## src/rtl/core_sequencer_pkg.sv

```systemverilog
// Shared definitions for the multi-cycle RV32I sequencer: opcodes, FSM states,
// trap cause codes and the EXEC-stage dispatch helper.
package core_sequencer_pkg;

    localparam logic [6:0] OPC_LOAD   = 7'b0000011;
    localparam logic [6:0] OPC_STORE  = 7'b0100011;
    localparam logic [6:0] OPC_OP     = 7'b0110011;
    localparam logic [6:0] OPC_OP_IMM = 7'b0010011;
    localparam logic [6:0] OPC_BRANCH = 7'b1100011;
    localparam logic [6:0] OPC_JAL    = 7'b1101111;
    localparam logic [6:0] OPC_JALR   = 7'b1100111;
    localparam logic [6:0] OPC_LUI    = 7'b0110111;
    localparam logic [6:0] OPC_AUIPC  = 7'b0010111;

    typedef enum logic [2:0] {
        StRst   = 3'd0,
        StFetch = 3'd1,
        StExec  = 3'd2,
        StMemRd = 3'd3,
        StMemWr = 3'd4,
        StCommit = 3'd5,
        StTrap  = 3'd6
    } state_e;

    typedef enum logic [1:0] {
        TRAP_NONE     = 2'd0,
        TRAP_ILLEGAL  = 2'd1,
        TRAP_MISALIGN = 2'd2,
        TRAP_TIMEOUT  = 2'd3
    } trap_cause_e;

    // FENCE and SYSTEM are deliberately unsupported and land in TRAP.
    function automatic state_e exec_next(input logic [6:0] opcode);
        case (opcode)
            OPC_LOAD:  return StMemRd;
            OPC_STORE: return StMemWr;
            OPC_OP, OPC_OP_IMM, OPC_BRANCH, OPC_JAL,
            OPC_JALR, OPC_LUI, OPC_AUIPC: return StCommit;
            default:   return StTrap;
        endcase
    endfunction

endpackage

```

## src/rtl/bus_watchdog.sv

```systemverilog
// Counts cycles a bus request waits for ack; flags expiry on the cycle the
// wait would reach ACK_TIMEOUT. ACK_TIMEOUT=0 disables it.
module bus_watchdog #(
    parameter int unsigned ACK_TIMEOUT = 16
) (
    input  logic clk,
    input  logic nrst,
    input  logic clear,
    input  logic busy,
    input  logic ack,
    output logic expired
);

    localparam int unsigned CNT_W = (ACK_TIMEOUT > 1) ? $clog2(ACK_TIMEOUT) : 1;

    logic [CNT_W-1:0] cnt_q;

    always_ff @(posedge clk) begin
        if (!nrst || clear) begin
            cnt_q <= '0;
        end else if (busy && !ack && !expired) begin
            cnt_q <= cnt_q + CNT_W'(1);
        end
    end

    // Ack in the expiry cycle suppresses the trap.
    generate
        if (ACK_TIMEOUT == 0) begin : g_off
            assign expired = 1'b0;
        end else begin : g_on
            assign expired = busy && !ack && (cnt_q == CNT_W'(ACK_TIMEOUT - 1));
        end
    endgenerate

endmodule

```

## src/rtl/core_sequencer.sv

```systemverilog
// Multi-cycle sequencer around the combinational RV32I control unit: shares one
// req/ack memory port for fetch and data, and commits each instruction once.
module core_sequencer
    import core_sequencer_pkg::*;
#(
    parameter logic [31:0] RESET_PC    = 32'h0000_0000,
    parameter int unsigned ACK_TIMEOUT = 16
) (
    input  logic        clk,
    input  logic        nrst,
    output logic        mem_req_out,
    output logic        mem_we_out,
    output logic [31:0] mem_addr_out,
    output logic [31:0] mem_wdata_out,
    input  logic [31:0] mem_rdata_in,
    input  logic        mem_ack_in,
    output logic [31:0] pc_out,
    output logic [31:0] instr_out,
    input  logic [31:0] pc_next_in,
    input  logic [31:0] dmem_rd_addr_in,
    input  logic [31:0] dmem_wr_addr_in,
    input  logic [31:0] dmem_wr_data_in,
    output logic [31:0] dmem_rd_data_out,
    input  logic        reg_wr_en_in,
    output logic        reg_wr_en_out,
    output logic        trap_out,
    output logic [1:0]  trap_cause_out,
    output logic [31:0] instret_out
);

    state_e      state_q;
    trap_cause_e cause_q;
    logic [31:0] pc_q;
    logic [31:0] instr_q;
    logic [31:0] ld_data_q;
    logic [31:0] instret_q;
    logic        expired;
    state_e      exec_target;

    assign exec_target = exec_next(instr_q[6:0]);

    bus_watchdog #(
        .ACK_TIMEOUT(ACK_TIMEOUT)
    ) u_bus_watchdog (
        .clk    (clk),
        .nrst   (nrst),
        .clear  (~mem_req_out),
        .busy   (mem_req_out),
        .ack    (mem_ack_in),
        .expired(expired)
    );

    always_ff @(posedge clk) begin
        if (!nrst) begin
            state_q   <= StRst;
            cause_q   <= TRAP_NONE;
            pc_q      <= RESET_PC;
            instr_q   <= '0;
            ld_data_q <= '0;
            instret_q <= '0;
        end else begin
            unique case (state_q)
                StRst: state_q <= StFetch;
                StFetch: begin
                    if (pc_q[1:0] != 2'b00) begin
                        state_q <= StTrap;
                        cause_q <= TRAP_MISALIGN;
                    end else if (mem_ack_in) begin
                        instr_q <= mem_rdata_in;
                        state_q <= StExec;
                    end else if (expired) begin
                        state_q <= StTrap;
                        cause_q <= TRAP_TIMEOUT;
                    end
                end
                StExec: begin
                    state_q <= exec_target;
                    if (exec_target == StTrap) begin
                        cause_q <= TRAP_ILLEGAL;
                    end
                end
                StMemRd: begin
                    if (mem_ack_in) begin
                        ld_data_q <= mem_rdata_in;
                        state_q   <= StCommit;
                    end else if (expired) begin
                        state_q <= StTrap;
                        cause_q <= TRAP_TIMEOUT;
                    end
                end
                StMemWr: begin
                    if (mem_ack_in) begin
                        state_q <= StCommit;
                    end else if (expired) begin
                        state_q <= StTrap;
                        cause_q <= TRAP_TIMEOUT;
                    end
                end
                StCommit: begin
                    pc_q      <= pc_next_in;
                    instret_q <= instret_q + 32'd1;
                    state_q   <= StFetch;
                end
                StTrap: state_q <= StTrap;
                default: begin
                    state_q <= StTrap;
                    cause_q <= TRAP_ILLEGAL;
                end
            endcase
        end
    end

    // Bus outputs decode the current state; a misaligned fetch never requests.
    always_comb begin
        mem_req_out   = 1'b0;
        mem_we_out    = 1'b0;
        mem_addr_out  = '0;
        mem_wdata_out = '0;
        case (state_q)
            StFetch: begin
                if (pc_q[1:0] == 2'b00) begin
                    mem_req_out  = 1'b1;
                    mem_addr_out = pc_q;
                end
            end
            StMemRd: begin
                mem_req_out  = 1'b1;
                mem_addr_out = dmem_rd_addr_in;
            end
            StMemWr: begin
                mem_req_out   = 1'b1;
                mem_we_out    = 1'b1;
                mem_addr_out  = dmem_wr_addr_in;
                mem_wdata_out = dmem_wr_data_in;
            end
            default: ;
        endcase
    end

    assign reg_wr_en_out    = (state_q == StCommit) && reg_wr_en_in;
    assign trap_out         = (state_q == StTrap);
    assign trap_cause_out   = cause_q;
    assign pc_out           = pc_q;
    assign instr_out        = instr_q;
    assign dmem_rd_data_out = ld_data_q;
    assign instret_out      = instret_q;

endmodule
```

## config.mk

```make
export PLATFORM = sky130hd
export DESIGN_NAME = core_sequencer
export DESIGN_NICKNAME = d
export VERILOG_FILES = /design/src/rtl/core_sequencer_pkg.sv /design/src/rtl/bus_watchdog.sv /design/src/rtl/core_sequencer.sv
export SDC_FILE = /design/constraint.sdc
export NUM_CORES = 1
export LEC_CHECK = 0
export CAP_MARGIN = 20
export CORE_AREA = 2 2 142 144
export CTS_CLUSTER_DIAMETER = 50
export DETAILED_ROUTE_END_ITERATION = 7
export DIE_AREA = 0 0 144 146
export GPL_ROUTABILITY_DRIVEN = 0
export PLACE_DENSITY = 0.69
export SLEW_MARGIN = 20
export SYNTH_ARGS = -nofsm -noshare
export SYNTH_HDL_FRONTEND = slang
export SYNTH_HIERARCHICAL = 1
export SYNTH_SLANG_ARGS = --single-unit
```

## constraint.sdc

```tcl
create_clock -name clk -period 2.8 [get_ports clk]
set_input_delay 0.84 -clock clk [delete_from_list [all_inputs] [get_ports clk]]
set_output_delay 0.84 -clock clk [all_outputs]
set_load 0.1 [all_outputs]
```

==> impl_metrics.json, run 1 <==
{
  "routed.top_layer": "met4",
  "outcome": "finished with violations",
  "grt_pass1_wl_um": 37300,
  "fin_nets": 1316,
  "violations": "negative setup slack",
  "root_buffer": "clkbuf_16",
  "async_reset_ff_share_pct": 0,
  "n_fill_cell": 1745,
  "drive_above_1_share_pct": 30.8,
  "clockBufferDepth": 2,
  "synth_compound_gate_area_share_pct": 16.8,
  "die_h_um": 146,
  "hold_class": "flip-flop to flip-flop",
  "grt_pass1_vias": 6386,
  "drv_cap": 0,
  "cellPowerDensity_nw_per_um2": 1000,
  "synth_edf_count": 0,
  "drc": 0,
  "max_freq_ghz": 0.356,
  "worst_pin_slew_ps": 747,
  "die_area_um2": 21000,
  "r2r_start": "state_q[1]$_SDFF_PN0_",
  "synth-simple-area-share_pct": 28.0,
  "path_clk_slew_ps": 60,
  "maxSlewViolCount": 0,
  "wl_per_cell_um": 18.1,
  "critPathLaunchType": "flip-flop",
  "dp.cells": 1377,
  "hold-path-cell-count": 2,
  "p_leak_nw": 4.66,
  "synth_top_family_by_area": "simple AND/OR/NAND/NOR gates",
  "slowest_stage": "a222oi_1",
  "cts-buffers-inserted": 17,
  "start_util_pct": 31.5,
  "grt_overflow": 0,
  "synth_fa_ha_area_share_pct": 0.411,
  "critPathTopFamily": "buffers and inverters",
  "die_w_um": 144,
  "synth-xor-area-share_pct": 3.89,
  "cp_common_cell": "buf_12",
  "critPathKind": "flip-flop to primary output",
  "fin_skew_ps": 7.87,
  "yosysTopAreaCell": "dfxtp_1",
  "fin_cells": 1429,
  "peakVddDrop_v": 0.000527,
  "drt_iter0_drc": 413,
  "ys_ff_latch": 137,
  "rows": 51,
  "antenna_left": 0,
  "postCtsHoldBufs": 0,
  "met2_length_um": 12400,
  "met1_length_um": 10500,
  "crit_path_max_fanout": 9,
  "syn_inst": 781,
  "ys.warnings.count": 6,
  "synthToLayoutAreaGrowth_pct": 86.9,
  "met3WireLength_um": 2590,
  "dr.pass1.iters": 6,
  "clkSinkCount": 137,
  "r2r_cells": 11,
  "r2r_end": "state_q[0]$_SDFF_PN0_",
  "critical_path_buf_inv_count": 4,
  "grt_max_degree": 49,
  "netlist_area_um2": 6080,
  "antenna_found_initial": 1,
  "rsz0062_at_grt": "yes",
  "critPathLaunch": "state_q[1]$_SDFF_PN0_",
  "layout_setup_ws_ps": -10.2,
  "synthTopCellsByArea": "dfxtp_1 (45%), nand2_1 (13%), a21oi_1 (9.2%), a222oi_1 (4.9%), and2_1 (3.5%)",
  "synth_nets": 947,
  "min_to": "dmem_rd_data_out[10]$_SDFFE_PN0P_",
  "dpl.hpwl_um": 18800,
  "critPathArrivalTime_ps": 1970,
  "finalCritPeriodShare_pct": 100,
  "gr-usage-all-layers_pct": 23.0,
  "portBuffers": 361,
  "ys_seq_area_share_pct": 45.1,
  "synth.distinct_cells": 52,
  "core-area_um2": 19300,
  "io_pins": 362,
  "regToRegSetupSlack_ps": 370,
  "synth_area_per_cell_um2": 7.79,
  "cts_tree": "done",
  "finalSetupViolations": 1,
  "critPathRequiredTime_ps": 1960,
  "relSlewSlack_pct": 49.8,
  "power_w": 0.0114,
  "hold_viol_final": 0,
  "worstSkewPairLatency_ps": 410,
  "muxShareOfSynthArea_pct": 0,
  "yosysTopAreaCellShare_pct": 45.1,
  "period_minus_slack_ps": 2810,
  "cts_max_level": 4,
  "synth_ff_type": "dfxtp_1",
  "worstPathCellList": "nand2b_4 -> nor2_4 -> buf_12 -> a222oi_1 -> buf_4 -> inv_4 -> buf_12",
  "via_per_inst": 4.83,
  "critPathCaptureType": "primary output",
  "max_stage_delay_ps": 450,
  "num_vias": 6897,
  "wirelength_um": 25900,
  "hold_path.startpoint": "dmem_rd_data_out[10]$_SDFFE_PN0P_"
}
kinds of logic after synthesis:
kind of cell | Yosys count
simple gates | 361
flops | 137
buf+inv | 90
xor+xnor | 27
fa+ha+maj | 2
compound gates | 164
layout by cell type, fill, tap and decap left out, drive strengths merged, types with 2 or more instances in the layout:
master         synthesis  layout
or3                    3       3
xnor2                  5       5
a22o                   2       2
clkbuf                40      27
inv                   37      39
buf                   13     236
o21ai                  6       6
and4                   6       6
and2                  36      36
o31ai                  2       2
nand3b                 2       2
clkdlybuf4s50          0     155
bufinv                 0       2
ha                     2       2
dlymetal6s2s           0       5
nor3                   8       8
and3                   4       4
nand3                 14      14
clkinvlp               0       2
a21oi                112     112
nand2b                 8       8
nand4                 10      10
nor4                   8       8
a31oi                  2       2
xor2                  22      22
clkinv                 0       3
dlygate4sd2            0       3
dfxtp                137     137
or4                    2       2
or2                    3       3
a222oi                30      30
nand2                209     209
nor2                  41      41
Yosys cell counts (3+ instances only):
cell / n
a21oi_1: 112
a222oi_1: 30
and2_1: 34
and3_1: 3
and4_1: 5
buf_2: 12
clkbuf_1: 40
dfxtp_1: 137
inv_1: 37
nand2_1: 209
nand2b_1: 8
nand3_1: 14
nand4_1: 9
nor2_1: 41
nor3_1: 8
nor4_1: 5
o21ai_0: 6
or2_2: 3
or3_1: 3
xnor2_1: 5
xor2_1: 22
state kept, by name (all words and copies together) (netlist names):
signal,flops
instr_out,32
u_bus_watchdog/cnt_q,4
instret_out,32
state_q,3
trap_cause_out,2
pc_out,32
dmem_rd_data_out,32
worst min-delay path, delay by kind of cell (launching register included):
family	cells	cell delay, ps
flip-flops	1	310
AND/OR/NAND/NOR	1	50
AO/OA/AOI/OAI	1	50
per-stage QoR:
stage	cell area (um^2)	setup slack, ps	util, %	hold WS [ps]	TNS, ps
CTS	11100	-75.1	57.5	455	-75.1
floorplan	6130	-29.1	-	471	-29.1
global route	11400	-77.5	58.8	470	-812
finish	11400	-10.2	58.8	453	-10.2
detailed placement	10500	-102	54.2	447	-102
global placement	10500	-124	54.2	443	-138
report_power, final:
group	internal, W	switching [W]	total, W
sequential	0.00214	0.000184	0.00233
combinational	0.00223	0.00458	0.00681
clock	0.00141	0.000852	0.00226
layout make-up:
cell class / count / area, um^2 / area share (%)
multi-input combinational: 554 / 3070 / 27.0
sequential: 137 / 2760 / 24.2
clock inverter: 9 / 111 / 0.979
timing repair buffer: 403 / 4460 / 39.2
inverter: 37 / 146 / 1.29
clock buffer: 23 / 488 / 4.29
antenna: 1 / 2.50 / 0.0220
tap: 265 / 332 / 2.92
metal layers:
layer  track usage [%]  vias up
li1                  -     3400
met1              28.0     3159
met2              37.9      310
met3              8.85       28
met4              6.37        0
met5                 0        -
worst max path at each step:
stage / endpoint / cells past startpoint
global route: mem_addr_out[19] / 7
CTS: mem_addr_out[19] / 7
floorplan: trap_cause_out[1]$_SDFFE_PN0P_ / 13
global placement: mem_addr_out[19] / 5
detailed placement: mem_addr_out[19] / 5
finish: mem_addr_out[19] / 7
what timing repair did:
item,CTS,global route
setup buffers,1,14
gates cloned,0,4
setup endpoints to repair,30,6
gates resized for setup,15,12
pin swaps,2,21
No activity file was read; power rests on OpenSTA's default activity.
==> inputs of run 2 (changes only) <==
Settings changed: GPL_TIMING_DRIVEN set to 0.
==> impl_metrics.json, run 2 (synthesis gave the netlist of run 1 again) <==
{
  "relSlewSlack_pct": 28.4,
  "grt_overflow": 0,
  "critPathLaunchType": "flip-flop",
  "die_h_um": 146,
  "fin_skew_ps": 9.28,
  "postCtsHoldBufs": 0,
  "slowest_stage": "a222oi_1",
  "final_cell_mix": "clkdlybuf4s50_1 (213), nand2_1 (209), dfxtp_1 (132)",
  "dr.pass1.iters": 8,
  "critPathKind": "flip-flop to primary output",
  "critPathLaunch": "state_q[1]$_SDFF_PN0_",
  "power_w": 0.0115,
  "path_clk_slew_ps": 60,
  "antenna_cells": 0,
  "worst_pin_slew_ps": 1080,
  "regToRegSetupSlack_ps": 180,
  "r2r_start": "state_q[1]$_SDFF_PN0_",
  "portBuffers": 361,
  "period_minus_slack_ps": 2960,
  "drc": 0,
  "layout_setup_ws_ps": -162,
  "root_buffer": "clkbuf_16",
  "critPathRequiredTime_ps": 1960,
  "die_area_um2": 21000,
  "via_per_inst": 4.84,
  "max_freq_ghz": 0.338,
  "wl_per_cell_um": 18.5,
  "max_stage_delay_ps": 510,
  "crit_path_max_fanout": 7,
  "whs_ps": 454,
  "clkSinkCount": 137,
  "start_util_pct": 31.5,
  "hold_path.startpoint": "instr_out[14]$_SDFFE_PN0P_",
  "drt_iter0_drc": 414,
  "finalSetupViolations": 9,
  "peakVddDrop_v": 0.000622,
  "drive_above_1_share_pct": 20.0,
  "final_common_cell": "clkdlybuf4s50_1",
  "maxSlewViolCount": 0,
  "cts_max_level": 4,
  "rsz0062_at_grt": "yes",
  "outcome": "finished with violations",
  "num_vias": 7103,
  "fin_nets": 1357,
  "die_w_um": 144,
  "violations": "negative setup slack",
  "critPathCaptureType": "primary output",
  "p_leak_nw": 4.97,
  "clockBufferDepth": 2,
  "gr-usage-all-layers_pct": 25.1,
  "antenna_left": 0,
  "hold_class": "flip-flop to flip-flop",
  "grt_pass1_wl_um": 40400,
  "dpl.hpwl_um": 19900,
  "finalCritPeriodShare_pct": 106,
  "cts_tree": "done",
  "grt_max_degree": 17,
  "wirelength_um": 27200,
  "hold_viol_final": 0,
  "n_fill_cell": 1709,
  "drv_cap": 0,
  "synthToLayoutAreaGrowth_pct": 90.2,
  "core-area_um2": 19300,
  "rows": 51,
  "cts-buffers-inserted": 17,
  "grt_pass1_vias": 7014,
  "antenna_found_initial": 1,
  "worstPathCellList": "buf_6 -> nand2b_4 -> nor2_4 -> buf_12 -> clkbuf_16 -> a222oi_1 -> inv_2 -> buf_8",
  "io_pins": 362,
  "cellPowerDensity_nw_per_um2": 991,
  "worstSkewPairLatency_ps": 420,
  "critPathArrivalTime_ps": 2120
}
==> run 2: changes by cell type in the layout (fill, tap and decap cells not counted), sizes merged <==
cell / delta
buf: -127
clkinv: +1
bufinv: +1
inv: -2
clkinvlp: +2
clkdlybuf4s50: +58
clkbuf: +36
dlygate4sd2: +62
dlymetal6s2s: +10
diode: -1
==> run 2: metal layers <==
| layer | share of wire, % | vias up | GRT usage, % |
|---|---|---|---|
| met3 | 10 | 30 | 9.54 |
| met2 | 47 | 303 | 41.3 |
| li1 | - | 3475 | - |
| met5 | 0.048 | - | 0 |
| met4 | 1.3 | 2 | 5.69 |
| met1 | 41 | 3293 | 31.0 |
==> run 2: report_power, final <==
group / internal (W) / leakage (nW) / switching, W
sequential: 0.00214 / 1.11 / 0.000149
clock: 0.00145 / 0.289 / 0.000856
combinational: 0.00220 / 3.57 / 0.00468
==> run 2: repair_timing <==
action | CTS | global route
buffers inserted | 20 | 7
resized for setup | 645 | 47
gates cloned | 4 | 2
pin swaps | 28 | 10
setup endpoints to repair | 140 | 79
==> run 2: worst paths after layout <==
check	endpoint	cells after the start
worst max register to register	state_q[0]$_SDFF_PN0_	13
worst min-delay path	instr_out[14]$_SDFFE_PN0P_	2
worst max-delay path	mem_addr_out[19]	8
worst min register to register	instr_out[14]$_SDFFE_PN0P_	2
==> run 2: worst max-delay path: cells and delay by family (launching register included) <==
| kind | cells | cell delay (ps) |
|---|---|---|
| buffers and inverters | 5 | 680 |
| AOI/OAI and AO/OA | 1 | 510 |
| DFF | 1 | 330 |
| and+or+nand+nor | 2 | 180 |
==> run 2: area by class of cell <==
class	instances	area (um^2)	share of cell area [%]
inverter	37	143	1.23
clock buffer	21	460	3.98
clock inverter	11	145	1.25
timing repair buffer	392	4270	36.9
buffer	52	397	3.43
sequential	137	2750	23.8
multi-input combinational	554	3080	26.6
tap	265	332	2.87
==> run 2: metrics by stage <==
stage	util [%]	instances	setup TNS [ps]	cell area [um^2]	setup WS, ps
finish	59.9	1469	-439	11600	-162
detailed placement	52.1	1407	-88180	10100	-1430
global route	59.9	1469	-2290	11600	-181
CTS	58.8	1463	-604	11400	-143
global placement	52.1	1407	-85790	10100	-1410
floorplan	-	781	-29.1	6130	-29.1
